--- src/rtl/core_pkg.sv ---
// Shared widths and FSM state type for the unified instruction/data memory arbiter.
package core_pkg;
   localparam int CORE_ADDR_W = 32;
   localparam int CORE_DATA_W = 32;
   localparam int CORE_BE_W   = CORE_DATA_W / 8;

   typedef enum logic [1:0] {
      IDLE    = 2'd0,
      IF_BUSY = 2'd1,
      DM_BUSY = 2'd2
   } arb_state_t;
endpackage

--- src/rtl/stall_counter.sv ---
// Free-running 32-bit count of pipeline stall cycles; wraps silently at 2^32.
module stall_counter (
   input  logic        CLK,
   input  logic        RST,
   input  logic        en,
   output logic [31:0] count
);
   always_ff @(posedge CLK or posedge RST) begin
      if (RST) begin
         count <= 32'd0;
      end else if (en) begin
         count <= count + 32'd1;
      end
   end
endmodule

--- src/rtl/mem_arbiter.sv ---
// Shares one single-port memory bus between the fetch port and the load/store port,
// with the data port taking priority, and freezes the pipeline while an access is pending.
module mem_arbiter
   import core_pkg::*;
#(
   parameter int ADDR_W = CORE_ADDR_W,
   parameter int DATA_W = CORE_DATA_W
) (
   input  logic                CLK,
   input  logic                RST,
   input  logic                IF_Req,
   input  logic [ADDR_W-1:0]   IF_Addr,
   output logic                IF_Ready,
   output logic [DATA_W-1:0]   IF_Data,
   input  logic                DM_Req,
   input  logic                DM_W_En,
   input  logic [ADDR_W-1:0]   DM_Addr,
   input  logic [DATA_W-1:0]   DM_W_Data,
   input  logic [DATA_W/8-1:0] DM_Byte_En,
   output logic                DM_Ready,
   output logic [DATA_W-1:0]   DM_R_Data,
   output logic                BUS_Req,
   output logic                BUS_W_En,
   output logic [ADDR_W-1:0]   BUS_Addr,
   output logic [DATA_W-1:0]   BUS_W_Data,
   output logic [DATA_W/8-1:0] BUS_Byte_En,
   input  logic                BUS_Ack,
   input  logic [DATA_W-1:0]   BUS_R_Data,
   output logic                Stall_F,
   output logic                Stall_M,
   output logic [31:0]         Stall_Count,
   output arb_state_t          dbg_state
);
   // Handshakes: a requester holds Req and its fields stable until its Ready pulses for
   // one cycle; the bus side holds BUS_Req and fields stable until BUS_Ack is sampled high.
   arb_state_t state;
   logic       if_elig;
   logic       dm_elig;

   // A port is masked in its own Ready cycle so a held Req is not served twice.
   assign if_elig   = IF_Req & ~IF_Ready;
   assign dm_elig   = DM_Req & ~DM_Ready;
   assign Stall_F   = if_elig;
   assign Stall_M   = dm_elig;
   assign dbg_state = state;

   always_ff @(posedge CLK or posedge RST) begin
      if (RST) begin
         state       <= IDLE;
         BUS_Req     <= 1'b0;
         BUS_W_En    <= 1'b0;
         BUS_Addr    <= '0;
         BUS_W_Data  <= '0;
         BUS_Byte_En <= '0;
         IF_Ready    <= 1'b0;
         DM_Ready    <= 1'b0;
         IF_Data     <= '0;
         DM_R_Data   <= '0;
      end else begin
         IF_Ready <= 1'b0;
         DM_Ready <= 1'b0;
         case (state)
            IDLE: begin
               if (dm_elig) begin
                  BUS_Req     <= 1'b1;
                  BUS_W_En    <= DM_W_En;
                  BUS_Addr    <= DM_Addr;
                  BUS_W_Data  <= DM_W_Data;
                  BUS_Byte_En <= DM_Byte_En;
                  state       <= DM_BUSY;
               end else if (if_elig) begin
                  BUS_Req     <= 1'b1;
                  BUS_W_En    <= 1'b0;
                  BUS_Addr    <= IF_Addr;
                  BUS_W_Data  <= '0;
                  BUS_Byte_En <= '0;
                  state       <= IF_BUSY;
               end
            end
            IF_BUSY: begin
               if (BUS_Ack) begin
                  BUS_Req  <= 1'b0;
                  IF_Data  <= BUS_R_Data;
                  IF_Ready <= 1'b1;
                  state    <= IDLE;
               end
            end
            DM_BUSY: begin
               if (BUS_Ack) begin
                  BUS_Req  <= 1'b0;
                  if (!BUS_W_En) begin
                     DM_R_Data <= BUS_R_Data;
                  end
                  DM_Ready <= 1'b1;
                  state    <= IDLE;
               end
            end
            default: begin
               BUS_Req <= 1'b0;
               state   <= IDLE;
            end
         endcase
      end
   end

   stall_counter u_stall_counter (
      .CLK   (CLK),
      .RST   (RST),
      .en    (Stall_F | Stall_M),
      .count (Stall_Count)
   );
endmodule

--- config.mk ---
export PLATFORM = sky130hd
export DESIGN_NAME = mem_arbiter
export DESIGN_NICKNAME = d
export VERILOG_FILES = /design/src/rtl/core_pkg.sv /design/src/rtl/stall_counter.sv /design/src/rtl/mem_arbiter.sv
export SDC_FILE = /design/constraint.sdc
export NUM_CORES = 1
export LEC_CHECK = 0
export CAP_MARGIN = 0
export CORE_ASPECT_RATIO = 0.7
export CORE_MARGIN = 2
export CORE_UTILIZATION = 45
export CTS_CLUSTER_SIZE = 20
export DETAILED_ROUTE_END_ITERATION = 16
export PLACE_DENSITY = 0.86
export SKIP_CTS_REPAIR_TIMING = 1
export SLEW_MARGIN = 20
export SYNTH_ARGS = -nofsm -noshare
export SYNTH_HDL_FRONTEND = slang
export SYNTH_SLANG_ARGS = --single-unit
export TNS_END_PERCENT = 100
--- constraint.sdc ---
create_clock -name CLK -period 12.9 [get_ports CLK]
set_clock_uncertainty 0.15 [all_clocks]
set_input_delay 3.225 -clock CLK [delete_from_list [all_inputs] [get_ports CLK]]
set_output_delay 3.225 -clock CLK [all_outputs]
set_load 0.01 [all_outputs]
==> results.md, run 1 <==
- Number of iterations in the first detailed-routing pass: 4
- Worst endpoint required time: 9.52 ns
- Cell mode on critical path: sky130_fd_sc_hd__clkdlybuf4s50_1
- Maximum number of pins on one net before global-route repair: 108
- Count of mapped cells out of synthesis: 502
- Arrival time reported for the critical path endpoint: 5.15 ns
- Overall via count from detail_route: 5,149
- Setup TNS Final: 0 ns
- Starting density of the core: 0.462
- CTS root buf: sky130_fd_sc_hd__clkbuf_16
- Max incr delay on CP: 0.71 ns
- Max FO, Critical Path: 35
- Max-slew headroom: 0.381
- Crit path time final: 8.53 ns
- Static Leak: 4.61 nW
- Final setup vio count: 0
- Share of cells above drive strength 1: 0.135
- Measured slew at the worst slew-check pin: 0.929 ns
- DRT Wirelength: 18,300 um
- Routability-driven placement congestion ratio: 0.809
- GRT Residual Overflow: 0
- Synthesis-stage register bit count: 170
- Ant diodes: 0
- Post-Place Worst Slack: 4.38 ns
- Net count after synthesis: 644
- Cell area after synthesis: 6800 um2
- Final hold violations: 0
- WL/cell: 18.0 um
- Setup ws final: 4.37 ns
- Sequential fraction of the synthesis area: 0.626
- Via count of the first global-routing pass: 5,291
- Total power per unit cell area: 230 nW/um2
- Worst VDD drop: 0.135 mV
- Synth Flop Type: sky130_fd_sc_hd__dfrtp_1
- Warnings, synthesis: 0
- Initial antenna violation count: 0
- Critical Setup Path Class: in -> out
- Ys async rst share: 1.00
- Maximum clock path buffer count: 2
- Max-cap violations: 0
- 1st-iter DRT viols: 177
- Clock transition at the register clock pins on the worst setup and hold paths after CTS: 0.07 ns
- Placeable Area: 14,700 um2
- Delay-heaviest family, CP: buffers and inverters
- Startpoint type of the worst setup path: primary input
- Syn_area_per_cell: 13.5 um2
- HP Start: u_stall_counter.count[31]
- TritonCTS clock tree: done
- Final nets: 950
- Number of H-tree levels: 4
- Period utilisation layout: 0.661
- Unrepaired setup endpoints after global routing: no
- Combined buffer and inverter count along the critical path: 3
- Die height: 107 um
- Worst-case hold slack: 0.325 ns
- Number of cell rows: 37
- Startpoint of the worst-slack reg-to-reg timing path: DM_Ready
- Most frequent standard cell in the layout excluding fill and tap cells: sky130_fd_sc_hd__clkdlybuf4s50_1
- Die ar.: 16,100 um2
- Area growth from synthesis to layout: 56.6%
- Latest clock arrival within the worst-skew pair: 0.42 ns
- Netlist cell types: 37
- Post-synth EDFFs: 0
- HPWL Detailed: 13,400 um
- Total chip power: 2.45 mW
- Die width: 151 um
- Post-route antenna net violation count: 0
- Final count of pins violating max slew: 0
- Crit-path cells: clkdlybuf4s50_1, nand2b_4, clkinv_2, clkdlybuf4s50_1
- Critical path endpoint category: output pin
- Maximum clock frequency: 117 MHz
- Commonest non-fill, non-tap cells in the layout: 309 x sky130_fd_sc_hd__clkdlybuf4s50_1, 170 x sky130_fd_sc_hd__dfrtp_1, 64 x sky130_fd_sc_hd__mux2_2, 46 x sky130_fd_sc_hd__nand2_1, 38 x sky130_fd_sc_hd__a22o_1
- Slowest cell on the critical path: sky130_fd_sc_hd__clkdlybuf4s50_1
- Total Routing Usage GR: 0.232
- Total number of clock tree sinks: 170
- Quantity of I/O buffers inserted on ports: 309
- Status: completed
- Detailed-route vias per instance: 5.07
- Number of clock buffers inserted by TritonCTS: 17
- Total DRC errors in the routed layout: 0
- Number of top-level pins: 310
- Global-route wire length before repair: 28,500 um
- Worst hold path class: reg -> reg
- Critical path launch point: DM_Req
[synthesized netlist by cell type, types with 2 or more instances]
cell type                  count  area, um2
sky130_fd_sc_hd__nand2_1      47        176
sky130_fd_sc_hd__and2_1        2       12.5
sky130_fd_sc_hd__inv_1         4       15.0
sky130_fd_sc_hd__ha_1          4       50.1
sky130_fd_sc_hd__mux2_2       64        721
sky130_fd_sc_hd__a22o_1       38        333
sky130_fd_sc_hd__mux2i_1      32        320
sky130_fd_sc_hd__dfrtp_1     170       4250
sky130_fd_sc_hd__and4_1        2       17.5
sky130_fd_sc_hd__a21oi_1       2       10.0
sky130_fd_sc_hd__buf_1         6       22.5
sky130_fd_sc_hd__nor2_1        7       26.3
sky130_fd_sc_hd__nand4_1       9       56.3
sky130_fd_sc_hd__and3_1        5       31.3
sky130_fd_sc_hd__nand3_1       9       45.0
sky130_fd_sc_hd__xor2_1        7       61.3
sky130_fd_sc_hd__xnor2_1      24        210
sky130_fd_sc_hd__clkbuf_1      5       18.8
sky130_fd_sc_hd__nor2b_1       2       12.5
sky130_fd_sc_hd__buf_4         2       15.0
sky130_fd_sc_hd__o21ai_0      32        160
sky130_fd_sc_hd__buf_2        14       70.1
[kinds of logic after synthesis]
logic type	count (synthesis)	synth area share
buffers and inverters	33	0.0221
and+or+nand+nor	91	0.0681
adders and majority gates	4	0.00736
DFF	170	0.626
xor gates and xnor gates	31	0.0399
muxes	97	0.155
AOI/OAI and AO/OA	76	0.0819
[registers in the layout, summed over array words and instances, names as in the netlist]
signal,count
BUS_Byte_En,4
BUS_W_Data,32
DM_R_Data,32
IF_Data,32
IF_Ready,1
BUS_W_En,1
dbg_state,2
DM_Ready,1
BUS_Req,1
BUS_Addr,32
u_stall_counter.count,32
[report_power, final]
part           total [mW]  switching [mW]  internal (mW)
combinational        1.03           0.425          0.608
sequential          0.907           0.145          0.761
clock               0.511           0.219          0.292
total                2.45           0.790           1.66
[worst register-to-register path, delay by kind of cell, from the launching register on]
kind            cells  cell delay (ns)
simple gates        3             0.86
flops               1             0.40
compound gates      1             0.28
buf+inv             1             0.52
xor+xnor            1             0.17
[path summary, 6_finish.rpt]
kind	endpoint	slack, ns	cells after the start
hold / removal	u_stall_counter.count[31]	0.32	1
setup / recovery	Stall_M	4.37	4
hold reg to reg	u_stall_counter.count[31]	0.32	1
min in group asynchronous	IF_Data[12]	3.25	2
max in group asynchronous	IF_Data[27]	7.98	3
setup reg to reg	u_stall_counter.count[27]	10.41	6
[area by class of cell]
| cell class | instances | area [um2] |
|---|---|---|
| well taps | 195 | 244 |
| clock buffers | 19 | 433 |
| clock inverters | 13 | 159 |
| repair buffers | 314 | 3130 |
| multi-input cells | 299 | 2400 |
| flip-flops and latches | 170 | 4250 |
| inverters | 6 | 28.8 |
| fillers | 990 | 4080 |
[routing by layer]
metal,track usage,routed length (um)
met5,0,0
met4,0.0834,444
met3,0.0762,1420
met2,0.392,9220
met1,0.279,7170
[metrics by stage]
step / instances / area [um2] / utilization
after floorplan: 502 / 6800 / -
after global placement: 984 / 10100 / 0.683
after detailed placement: 984 / 10100 / 0.683
after CTS: 1016 / 10600 / 0.723
after global routing: 1016 / 10600 / 0.723
final: 1016 / 10600 / 0.723
Note: power is estimated with default switching activity, not from simulation.
==> run 2: changes to the inputs <==
- CORE_UTILIZATION: 45 -> 38
- PLACE_DENSITY: 0.86 -> 0.77
- clock period: 12.9 -> 7.1 ns (I/O delays scaled with it)
==> run 2 against run 1 <==
Net effect:
- setup slack worse by 2.9 ns
- critical path depth stayed put
- register-to-register slack worse by 5.8 ns
- non-clock buffer count stayed put
- highest routed layer unchanged
==> results.md, run 2 (same netlist as run 1, synthesis figures left out) <==
- Status: completed
- Switching fraction of total power: 0.323
- Crit-path cells: clkdlybuf4s50_1, nand2b_4, clkinv_2, clkdlybuf4s50_1
- Final count of pins violating max slew: 0
- Final setup vio count: 0
- Routability-driven placement congestion ratio: 0.756
- GRT Residual Overflow: 0
- Global-route wire length before repair: 28,100 um
- Max FO, Critical Path: 35
- Number of cell instances on the worst register-to-register path: 6
- Internal portion of total power: 3.03 mW
- Period utilisation layout: 0.787
- Via count of the first global-routing pass: 5,416
- Commonest non-fill, non-tap cells in the layout: 309 x sky130_fd_sc_hd__clkdlybuf4s50_1, 170 x sky130_fd_sc_hd__dfrtp_1, 64 x sky130_fd_sc_hd__mux2_2, 46 x sky130_fd_sc_hd__nand2_1, 38 x sky130_fd_sc_hd__a22o_1
- Maximum number of pins on one net before global-route repair: 119
- Critical path endpoint category: output pin
- Max-cap violations: 0
- Total power per unit cell area: 417 nW/um2
- Cell mode on critical path: sky130_fd_sc_hd__clkdlybuf4s50_1
- Critical path launch point: DM_Req
- Die height: 116 um
- Quantity of I/O buffers inserted on ports: 309
- R2R Path End: u_stall_counter.count[27]
- Total DRC errors in the routed layout: 0
- Latest clock arrival within the worst-skew pair: 0.41 ns
- Share of cells above drive strength 1: 0.138
- Area growth from synthesis to layout: 57.7%
- Final nets: 950
- Arrival time reported for the critical path endpoint: 3.66 ns
- Maximum clock path buffer count: 2
- Post-Place Worst Slack: 1.49 ns
- Register-to-register setup slack: 4.64 ns
- Starting density of the core: 0.393
- Number of top-level pins: 310
- Setup ws final: 1.51 ns
- Number of H-tree levels: 4
- Initial antenna violation count: 0
- Unrepaired setup endpoints after global routing: no
- Post-route antenna net violation count: 0
- Stages on worst setup path: 4
- WL/cell: 17.2 um
- Maximum clock frequency: 179 MHz
- Ant diodes: 0
- DRT Wirelength: 18,100 um
- Number of iterations in the first detailed-routing pass: 6
- Setup TNS Final: 0 ns
- Die width: 164 um
- Power share of the combinational group: 0.419
- Delay-heaviest family, CP: buffers and inverters
- Worst hold path class: reg -> reg
- Post-route insts no fill: 1,052
- Placed cell count: 1,020
- Crit path time final: 5.59 ns
- Power spent charging and discharging nets: 1.44 mW
- Critical Setup Path Class: in -> out
- Max incr delay on CP: 0.69 ns
- Worst endpoint required time: 5.18 ns
- Number of cell rows: 40
- Combined buffer and inverter count along the critical path: 3
- Die ar.: 19,000 um2
- Most frequent standard cell in the layout excluding fill and tap cells: sky130_fd_sc_hd__clkdlybuf4s50_1
- Overall via count from detail_route: 5,104
- Total chip power: 4.47 mW
- Detailed-route vias per instance: 4.85
- HPWL Detailed: 13,400 um
- Final hold violations: 0
- Total number of clock tree sinks: 170
- 1st-iter DRT viols: 263
- Startpoint type of the worst setup path: primary input
- TritonCTS clock tree: done
- Number of clock buffers inserted by TritonCTS: 17
- Worst VDD drop: 0.238 mV
- Total Routing Usage GR: 0.190
- CTS root buf: sky130_fd_sc_hd__clkbuf_16
- Sequential share of power: 0.367
- Startpoint of the worst-slack reg-to-reg timing path: DM_Ready
- Static Leak: 4.62 nW
- Slowest cell on the critical path: sky130_fd_sc_hd__clkdlybuf4s50_1
- Clock transition at the register clock pins on the worst setup and hold paths after CTS: 0.06 ns
- Placeable Area: 17,300 um2
- Measured slew at the worst slew-check pin: 0.879 ns
- Capturing instance or port of the critical path: Stall_M
- Max-slew headroom: 0.414
- Portion of total power attributed to the clock network: 0.214
-- run 2: changes by cell type in the layout (fill, tap and decap cells not counted) --
cell	previous run	this run
sky130_fd_sc_hd__inv_6	5	4
sky130_fd_sc_hd__clkinv_4	2	1
sky130_fd_sc_hd__clkinvlp_4	1	2
sky130_fd_sc_hd__clkbuf_1	2	0
sky130_fd_sc_hd__clkinv_8	0	2
sky130_fd_sc_hd__clkinv_2	2	1
sky130_fd_sc_hd__inv_8	3	5
-- run 2: per-stage QoR --
| stage | area (um2) | hold WS, ns | util |
|---|---|---|---|
| after floorplan | 6800 | 0.358 | - |
| after global placement | 10100 | 0.310 | 0.583 |
| after detailed placement | 10100 | 0.322 | 0.583 |
| after CTS | 10700 | 0.336 | 0.619 |
| after global routing | 10700 | 0.360 | 0.619 |
| final | 10700 | 0.331 | 0.619 |
-- run 2: how the worst min path moves through the flow --
stage	startpoint	slack [ns]	cells after the start	endpoint
finish	BUS_Addr[4]	0.33	2	BUS_Addr[4]
global placement	BUS_Addr[11]	0.31	2	BUS_Addr[11]
global route	BUS_Addr[17]	0.36	2	BUS_Addr[17]
detailed placement	BUS_Addr[4]	0.32	2	BUS_Addr[4]
floorplan	u_stall_counter.count[31]	0.36	1	u_stall_counter.count[31]
CTS	BUS_Addr[4]	0.34	2	BUS_Addr[4]
-- run 2: power groups by stage --
stage / Combinational, mW / Clock (mW) / Sequential (mW)
after global routing: 2.01 / 1.03 / 1.69
after CTS: 1.90 / 0.984 / 1.64
final: 1.87 / 0.956 / 1.64
after global placement: 1.86 / 0 / 1.62
after floorplan: 0.616 / 0 / 1.81
after detailed placement: 1.90 / 0 / 1.65
-- run 2: layer usage --
layer,track usage,vias up,routed length (um)
li1,-,2389,-
met1,0.220,2505,7190
met2,0.331,189,9010
met3,0.0734,21,1630
met4,0.0556,0,262
met5,0,-,0
-- run 2: worst register-to-register path, cell delays in order (launching register included) --
cell                        delay, ns
sky130_fd_sc_hd__dfrtp_1         0.40
sky130_fd_sc_hd__nand2b_4        0.18
sky130_fd_sc_hd__clkinv_2        0.54
sky130_fd_sc_hd__o2111ai_4       0.29
sky130_fd_sc_hd__nor3_4          0.46
sky130_fd_sc_hd__nand4_1         0.18
sky130_fd_sc_hd__xnor2_1         0.15
-- run 2: layout make-up --
class,count,area (um2)
fillers,1376,6590
flip-flops and latches,170,4250
repair buffers,314,3130
multi-input cells,299,2400
clock buffers,17,425
well taps,231,289
clock inverters,15,196
inverters,6,31.3
==> run 3: changes to the inputs <==
- clock period: 7.1 -> 4.55 ns (I/O delays scaled with it)
==> run 3 against run 2 <==
Net effect:
- register-to-register slack got worse by 2.5 ns
- cell area is 0.30% higher
- sequential cell count unchanged
- critical path type unchanged
==> results.md, run 3 (same netlist as run 1, synthesis figures left out) <==
- Number of H-tree levels: 4
- Critical path endpoint category: output pin
- Post-route antenna net violation count: 0
- Clock transition at the register clock pins on the worst setup and hold paths after CTS: 0.07 ns
- Crit path time final: 3.70 ns
- TritonCTS clock tree: done
- Maximum clock frequency: 270 MHz
- Final count of pins violating max slew: 0
- Area growth from synthesis to layout: 58.2%
- GRT Residual Overflow: 0
- Sequential share of power: 0.366
- Total number of clock tree sinks: 170
- Cell mode on critical path: sky130_fd_sc_hd__clkdlybuf4s50_1
- Number of top-level pins: 310
- Setup TNS Final: 0 ns
- Die ar.: 19,000 um2
- Number of iterations in the first detailed-routing pass: 4
- Global-route wire length before repair: 28,200 um
- Internal portion of total power: 4.78 mW
- Fill cells: 1,370
- Worst-case hold slack: 0.331 ns
- Total power per unit cell area: 651 nW/um2
- Most frequent standard cell in the layout excluding fill and tap cells: sky130_fd_sc_hd__clkdlybuf4s50_1
- Detailed-route vias per instance: 4.85
- Total DRC errors in the routed layout: 0
- Instance area at placement: 10,100 um2
- Unrepaired setup endpoints after global routing: no
- Quantity of I/O buffers inserted on ports: 309
- WL/cell: 17.0 um
- Multi-input gate area in the final layout: 2400 um2
- Placeable Area: 17,300 um2
- Die height: 116 um
- 1st-iter DRT viols: 241
- Arrival time reported for the critical path endpoint: 2.42 ns
- CTS root buf: sky130_fd_sc_hd__clkbuf_16
- Max FO, Critical Path: 5
- Period utilisation layout: 0.814
- Max incr delay on CP: 0.58 ns
- Total Routing Usage GR: 0.191
- Number of clock buffers inserted by TritonCTS: 17
- Final nets: 953
- Final hold violations: 0
- Die width: 164 um
- Number of cell rows: 40
- Commonest non-fill, non-tap cells in the layout: 309 x sky130_fd_sc_hd__clkdlybuf4s50_1, 170 x sky130_fd_sc_hd__dfrtp_1, 64 x sky130_fd_sc_hd__mux2_2, 46 x sky130_fd_sc_hd__nand2_1, 38 x sky130_fd_sc_hd__a22o_1
- Total chip power: 7.00 mW
- Portion of total power attributed to the clock network: 0.218
- DRT Wirelength: 18,000 um
- Overall via count from detail_route: 5,116
- Crit-path cells: clkdlybuf4s50_1, nand2b_2, inv_2, clkdlybuf4s50_1
- Final setup vio count: 0
- Measured slew at the worst slew-check pin: 0.822 ns
- Worst endpoint required time: 3.26 ns
- Switching fraction of total power: 0.317
- Static Leak: 4.63 nW
- Share of cells above drive strength 1: 0.141
- Via count of the first global-routing pass: 5,396
- Maximum number of pins on one net before global-route repair: 132
- Slowest cell on the critical path: sky130_fd_sc_hd__clkdlybuf4s50_1
- Startpoint type of the worst setup path: primary input
- Critical Setup Path Class: in -> out
- Starting density of the core: 0.393
- Worst hold path class: reg -> reg
- Maximum clock path buffer count: 2
- Final design area excluding fillers: 10,800 um2
- Status: completed
- Sequential cell area: 4250 um2
- Ant diodes: 0
- Max-cap violations: 0
- Initial antenna violation count: 0
- Power share of the combinational group: 0.416
- Routability-driven placement congestion ratio: 0.761
- Latest clock arrival within the worst-skew pair: 0.41 ns
- Max-slew headroom: 0.450
- Worst VDD drop: 0.375 mV
- Power spent charging and discharging nets: 2.22 mW
- HPWL Detailed: 13,300 um
[run 3: path summary, 6_finish.rpt]
path	startpoint	to	cells past startpoint	slack (ns)
max in group asynchronous	RST	IF_Data[1]	3	2.53
setup / recovery	IF_Req	Stall_F	4	0.85
hold / removal	BUS_Addr[12]	BUS_Addr[12]	2	0.33
setup reg to reg	DM_Ready	u_stall_counter.count[29]	7	2.11
hold reg to reg	BUS_Addr[12]	BUS_Addr[12]	2	0.33
min in group asynchronous	RST	BUS_W_Data[3]	3	1.09
[run 3: power by group through the flow]
stage | clock, mW | combinational [mW] | sequential, mW
2_1_floorplan | 0 | 0.961 | 2.83
6_report | 1.52 | 2.91 | 2.56
3_3_place_gp | 0 | 2.91 | 2.53
3_5_place_dp | 0 | 2.96 | 2.57
5_1_grt | 1.63 | 3.13 | 2.65
4_1_cts | 1.56 | 2.97 | 2.57
[run 3: worst max-delay path, delay by kind of cell]
family                 cells  cell delay (ns)
AND/OR/NAND/NOR            1             0.11
buffers and inverters      3             1.17
[run 3: metrics by stage]
stage,cells,util,worst slack (ns)
5_1_grt,1055,0.621,0.794
4_1_cts,1055,0.621,0.836
3_3_place_gp,1023,0.585,0.852
2_1_floorplan,502,-,1.09
3_5_place_dp,1023,0.585,0.841
6_report,1055,0.621,0.847
[run 3: per-layer routing]
layer | global-route usage | wire [um]
met5 | 0 | 0
met4 | 0.0491 | 225
met3 | 0.0719 | 1520
met2 | 0.332 | 9060
met1 | 0.225 | 7150
[run 3: cell type report]
type                       count  area share
clock buffer                  18      0.0408
clock inverter                14      0.0171
inverter                       6     0.00256
multi-input combinational    299       0.223
sequential                   170       0.396
tap                          231      0.0269
timing repair buffer         317       0.294
